[config.mk]
export PLATFORM = sky130hd
export DESIGN_NAME = fp_int_cvt_unit
export DESIGN_NICKNAME = d
export VERILOG_FILES = /design/src/rtl/fp_int_cvt_unit.sv
export SDC_FILE = /design/constraint.sdc
export NUM_CORES = 1
export LEC_CHECK = 0
export ABC_AREA = 1
export ABC_CLOCK_PERIOD_IN_PS = 3460
export CORE_UTILIZATION = 35
export CTS_CLUSTER_SIZE = 40
export DETAILED_ROUTE_END_ITERATION = 12
export DONT_BUFFER_PORTS = 1
export PLACE_DENSITY = 0.5
export SLEW_MARGIN = 20
export SYNTH_ARGS = -nofsm -noshare
export SYNTH_HDL_FRONTEND = slang
export SYNTH_SLANG_ARGS = --single-unit
[constraint.sdc]
create_clock -name clk_i -period 3.46 [get_ports clk_i]
set_input_delay 0.692 -clock clk_i [delete_from_list [all_inputs] [get_ports clk_i]]
set_output_delay 0.692 -clock clk_i [all_outputs]
set_load 0.1 [all_outputs]
[src/rtl/fp_int_cvt_unit.sv]
// int32 <-> IEEE-754 single converter (cvt.s.w / cvt.w.s) built around an
// iterative one-bit-per-cycle shifter, with {invalid, inexact} status flags.
module fp_int_cvt_unit (
  input  logic        clk_i,
  input  logic        rst_n_i,
  input  logic        in_valid_i,
  output logic        in_ready_o,
  input  logic        op_i,
  input  logic [31:0] in_data_i,
  output logic        out_valid_o,
  input  logic        out_ready_i,
  output logic [31:0] out_data_o,
  output logic [1:0]  out_flags_o
);

  typedef enum logic [1:0] {IDLE, SHIFT, ROUND, DONE} state_e;

  state_e      state_q, state_d;
  logic        op_q, op_d;
  logic        sign_q, sign_d;
  logic        sticky_q, sticky_d;
  logic [31:0] mag_q, mag_d;
  logic [7:0]  exp_q, exp_d;
  logic [4:0]  cnt_q, cnt_d;
  logic [31:0] res_q, res_d;
  logic [1:0]  flg_q, flg_d;

  logic [7:0]  in_e;
  logic [22:0] in_f;
  logic [31:0] in_abs;
  logic [7:0]  cnt_full;
  logic        rnd_up;
  logic [23:0] frac_inc;

  assign in_e     = in_data_i[30:23];
  assign in_f     = in_data_i[22:0];
  assign in_abs   = in_data_i[31] ? (~in_data_i + 32'd1) : in_data_i;
  assign cnt_full = 8'd158 - in_e;

  // Round-to-nearest-even on the normalized int->float mantissa; bit 23 is the carry out.
  assign rnd_up   = mag_q[7] & ((|mag_q[6:0]) | mag_q[8]);
  assign frac_inc = {1'b0, mag_q[30:8]} + {23'd0, rnd_up};

  assign in_ready_o  = (state_q == IDLE);
  assign out_valid_o = (state_q == DONE);
  assign out_data_o  = res_q;
  assign out_flags_o = flg_q;

  always_comb begin
    state_d  = state_q;
    op_d     = op_q;
    sign_d   = sign_q;
    sticky_d = sticky_q;
    mag_d    = mag_q;
    exp_d    = exp_q;
    cnt_d    = cnt_q;
    res_d    = res_q;
    flg_d    = flg_q;
    case (state_q)
      IDLE: begin
        if (in_valid_i) begin
          op_d     = op_i;
          sign_d   = in_data_i[31];
          sticky_d = 1'b0;
          if (!op_i) begin
            mag_d = in_abs;
            exp_d = 8'd158;
            if (in_abs == 32'd0) begin
              res_d   = 32'd0;
              flg_d   = 2'b00;
              state_d = DONE;
            end else begin
              state_d = SHIFT;
            end
          end else if (in_e == 8'hFF) begin
            res_d   = (in_data_i[31] && in_f == 23'd0) ? 32'h8000_0000 : 32'h7FFF_FFFF;
            flg_d   = 2'b10;
            state_d = DONE;
          end else if (in_e < 8'd127) begin
            res_d   = 32'd0;
            flg_d   = {1'b0, |in_data_i[30:0]};
            state_d = DONE;
          end else if (in_e >= 8'd158) begin
            // -2^31 is the only representable value at or beyond this exponent.
            if (in_data_i == 32'hCF00_0000) begin
              res_d = 32'h8000_0000;
              flg_d = 2'b00;
            end else begin
              res_d = in_data_i[31] ? 32'h8000_0000 : 32'h7FFF_FFFF;
              flg_d = 2'b10;
            end
            state_d = DONE;
          end else begin
            mag_d   = {1'b1, in_f, 8'd0};
            cnt_d   = cnt_full[4:0];
            state_d = SHIFT;
          end
        end
      end
      SHIFT: begin
        if (!op_q) begin
          if (mag_q[31]) begin
            state_d = ROUND;
          end else begin
            mag_d = mag_q << 1;
            exp_d = exp_q - 8'd1;
          end
        end else begin
          if (cnt_q == 5'd0) begin
            state_d = ROUND;
          end else begin
            sticky_d = sticky_q | mag_q[0];
            mag_d    = mag_q >> 1;
            cnt_d    = cnt_q - 5'd1;
          end
        end
      end
      ROUND: begin
        state_d = DONE;
        if (!op_q) begin
          res_d = {sign_q, exp_q + {7'd0, frac_inc[23]}, frac_inc[22:0]};
          flg_d = {1'b0, mag_q[7] | (|mag_q[6:0])};
        end else begin
          res_d = sign_q ? (~mag_q + 32'd1) : mag_q;
          flg_d = {1'b0, sticky_q};
        end
      end
      DONE: begin
        if (out_ready_i) state_d = IDLE;
      end
      default: state_d = IDLE;
    endcase
  end

  always_ff @(posedge clk_i or negedge rst_n_i) begin
    if (!rst_n_i) begin
      state_q  <= IDLE;
      op_q     <= 1'b0;
      sign_q   <= 1'b0;
      sticky_q <= 1'b0;
      mag_q    <= 32'd0;
      exp_q    <= 8'd0;
      cnt_q    <= 5'd0;
      res_q    <= 32'd0;
      flg_q    <= 2'b00;
    end else begin
      state_q  <= state_d;
      op_q     <= op_d;
      sign_q   <= sign_d;
      sticky_q <= sticky_d;
      mag_q    <= mag_d;
      exp_q    <= exp_d;
      cnt_q    <= cnt_d;
      res_q    <= res_d;
      flg_q    <= flg_d;
    end
  end

endmodule

==> results by group, run 1 <==
Status
  – Status: completed

Synthesis
  – EDFF count, synth: 0
  – Post-Synth Simple-Gate Area: 39.6%
  – Avg Cell Area, Syn: 6.11 um2
  – Ranking of synthesized cells by area: dfrtp_1, nand2_1, o21ai_0
  – Post-Syn Instances: 1,285
  – #FFs+latches synth: 84
  – Post-synthesis sequential area ratio: 26.8%
  – Mux cell area share after synthesis: 0%
  – Synthesized Nets: 1,338
  – Cell taking the most area after synthesis: dfrtp_1
  – Xor and xnor fraction of the mapped netlist area: 2.01%
  – Main combinational cell family by area after synthesis: simple AND/OR/NAND/NOR gates
  – Synthesized area: 7860 um2
  – Compound-Gate Fraction of Synth Area: 18.9%
  – Main synth FF type: dfrtp_1
  – Yosys warnings: 0
  – Count leader, synth: nand2_1
  – Async S/R FF share, synth: 100%
  – Yosys top cell area share: 26.8%
  – Adder-Cell Fraction of Synth Area: 2.55%
  – Count of cell types in the netlist: 43
  – Synth cell count leaders: nand2_1, inv_1, nor2_1

Timing
  – Final WS setup: 0.344 ns
  – Slew @ Worst Pin: 0.994 ns
  – Tcrit/Tclk final: 90.0%
  – Final-report setup violation count: 0
  – Tmin final: 3.12 ns
  – Max_slew headroom: 33.7%
  – RSZ-0062 raised after global routing: false
  – Final clock skew: 0.0110 ns
  – Fmax: 0.321 GHz
  – TNS Setup: 0 ns
  – Fin. max-slew vios: 0
  – Fin. Hold Viols: 0

Place
  – Final Wtd Congestion: 0.925
  – PortBufs: 0
  – Placed inst area: 8050 um2
  – Pre-CTS setup slack: 0.110 ns
  – DP HPWL: 20,700 um

Floorplanning
  – Initial Util: 35.9%
  – I/O pins: 73
  – Die area: 23,100 um2
  – Site Rows: 54
  – Die height: 152 um
  – Placeable Area: 21,900 um2
  – Chip width: 152 um

Run
  – Max cap viols: 0

Final layout
  – Final Cell Area: 8370 um2
  – Sequential cell area: 2100 um2
  – Share of layout cells above drive strength 1: 5.97%
  – Filler Cell Count: 2,456
  – Multi-input logic area: 4960 um2
  – Inserted Diodes: 0
  – Final #Nets: 1,304
  – Area Overhead vs Synth: 6.54%

Critical path
  – Worst EP required: 3.75 ns
  – Worst Setup Start Kind: flip-flop
  – R2R cell count: 21
  – CP Class: flip-flop to flip-flop
  – CP endpoint kind: flip-flop
  – Worst EP arrival: 3.41 ns
  – CP max FO: 6

GRT
  – Vias in the first global route: 8,004
  – Grt ovf: 0
  – Initial antenna violation count: 0
  – GRT Total Usage: 23.6%
  – First-pass GRT wire length: 43,800 um
  – Largest net degree at the start of global routing: 85

Drt
  – Total number of vias: 8,445
  – Routed Antenna Nets: 0
  – Initial DRC Count: 692
  – WL final: 26,700 um
  – Residual DRC: 0
  – TritonRoute pass-1 iters: 5
  – Vias per cell: 5.50
  – WL per Instance: 17.4 um

Power and ir drop
  – Leak: 4.09 nW
  – Power Total: 7.94 mW
  – PwrDens: 948 nW/um2
  – Worst vdd ir: 298 uV

Clock network
  – CTS Buf Count: 9
  – Clk sinks: 84
  – Clock transition at path regs: 0.07 ns
  – Max Root-Sink Buffers: 2
  – CTS tree: yes
  – H-tree depth: 3
  – Clock latency on the worst-skew pair: 0.35 ns
  – Root Driver: clkbuf_16

Min path
  – HP Class: input pin to asynchronous set/reset pin
## cell type report
class                   instances  area share [%]
multi-input cells            1003            59.3
flip-flops and latches         84            25.1
inverters                     132            5.96
well taps                     280            4.18
clock buffers                  10            2.74
repair buffers                 21            1.88
clock inverters                 6           0.852
## worst max-delay path, cell delays in order, from the launching register on
cell	delay, ns
dfrtp_1	0.47
nand2_1	0.11
nor2_1	0.19
nand2_1	0.12
inv_1	0.09
nand2_1	0.08
nor2_1	0.16
nand3_1	0.16
nor4_1	0.28
ha_1	0.23
nand3_1	0.08
inv_1	0.10
nand3_1	0.10
inv_1	0.09
nand2_1	0.07
o21ai_0	0.15
nand3_1	0.14
nand3_1	0.13
nand2_1	0.06
nand2_1	0.07
nand4_1	0.09
nand2_1	0.09
## power breakdown
part	switching [mW]	leakage, nW	internal (mW)
Sequential	1.34	1.04	1.36
Combinational	2.94	2.90	1.29
Clock	0.438	0.145	0.569
Total	4.72	4.09	3.21
## flip-flops by register name, summed over array words and instances, names as in the netlist
signal and flops:
mag_q 32, out_data_o 32, exp_q 8, cnt_q 5, out_flags_o 2, state_q 2, op_q 1, sign_q 1
sticky_q 1
## cell families (layout without fill, tap and decap cells)
family	count (synthesis)	after routing
XOR/XNOR	18	18
AO/OA/AOI/OAI	257	257
buffers and inverters	198	169
adder cells (fa/ha/maj)	16	16
flip-flops	84	84
AND/OR/NAND/NOR	712	712
## cells in the final DEF (no fill, tap or decap), types with 5 or more instances in the layout
master     netlist  routed
xor2_1          16      16
nand2_2          8       8
nor3_1          32      31
inv_2            5       5
nand3_1         81      81
buf_4            4      21
o22ai_1          8       8
a22oi_1         17      17
nand2_1        387     387
o211ai_1         6       6
inv_1          123     123
clkbuf_16        0       9
nor2_1         121     121
a221oi_1        14      14
dfrtp_1         84      84
nand4_1         53      53
nor2_2          13      13
o21ai_1          5       5
a21oi_1         63      63
ha_1            16      16
o21ai_0        119     119
o221ai_1        12      12
## path summary, 6_finish.rpt
check	start	endpoint	slack, ns
worst max-delay path	mag_q[10]$_DFFE_PN0P_	out_data_o[30]$_DFFE_PN0P_	0.34
worst min-delay path	rst_n_i	out_data_o[5]$_DFFE_PN0P_	0.03
worst max register to register	mag_q[10]$_DFFE_PN0P_	out_data_o[30]$_DFFE_PN0P_	0.34
worst min register to register	mag_q[31]$_DFFE_PN0P_	mag_q[31]$_DFFE_PN0P_	0.53
max in group asynchronous	rst_n_i	mag_q[12]$_DFFE_PN0P_	3.23
min in group clk_i	op_i	op_q$_DFFE_PN0P_	0.52
## repair_timing
action	in CTS	in global routing
setup buffers	0	2
hold buffers	0	0
resized for setup	0	2
hold endpoints to repair	0	0
setup endpoints to repair	0	3
## stage by stage
| step | util (%) | hold WS (ns) | std cells |
|---|---|---|---|
| after floorplan | - | 0.396 | 1285 |
| after global routing | 38.2 | 0.0221 | 1536 |
| after detailed placement | 36.8 | 0.401 | 1518 |
| final | 38.2 | 0.0295 | 1536 |
| after global placement | 36.8 | 0.400 | 1518 |
| after CTS | 38.1 | 0.0208 | 1534 |
## routing by layer
layer	global-route usage, %	part of all wire (%)	up-vias
met4	8.38	2.7	0
met2	36.5	44	291
met3	3.88	6.9	33
li1	-	-	4234
met5	0	0	-
met1	33.0	47	3887
No activity file was read; power rests on OpenSTA's default activity.
==> run 2: changes to the inputs <==
--- a/config.mk
+++ b/config.mk
@@ -12,7 +12,6 @@
 export DETAILED_ROUTE_END_ITERATION = 12
 export DONT_BUFFER_PORTS = 1
 export PLACE_DENSITY = 0.5
-export SLEW_MARGIN = 20
 export SYNTH_ARGS = -nofsm -noshare
 export SYNTH_HDL_FRONTEND = slang
 export SYNTH_SLANG_ARGS = --single-unit
==> results of run 2 <==
Final layout, timing and power as in run 1 (identical DEF).
==> run 3: changes to the inputs <==
--- a/config.mk
+++ b/config.mk
@@ -12,6 +12,7 @@
 export DETAILED_ROUTE_END_ITERATION = 12
 export DONT_BUFFER_PORTS = 1
 export PLACE_DENSITY = 0.5
+export SLEW_MARGIN = 5
 export SYNTH_ARGS = -nofsm -noshare
 export SYNTH_HDL_FRONTEND = slang
 export SYNTH_SLANG_ARGS = --single-unit
==> results of run 3 <==
Final layout, timing and power as in run 1 (identical DEF).
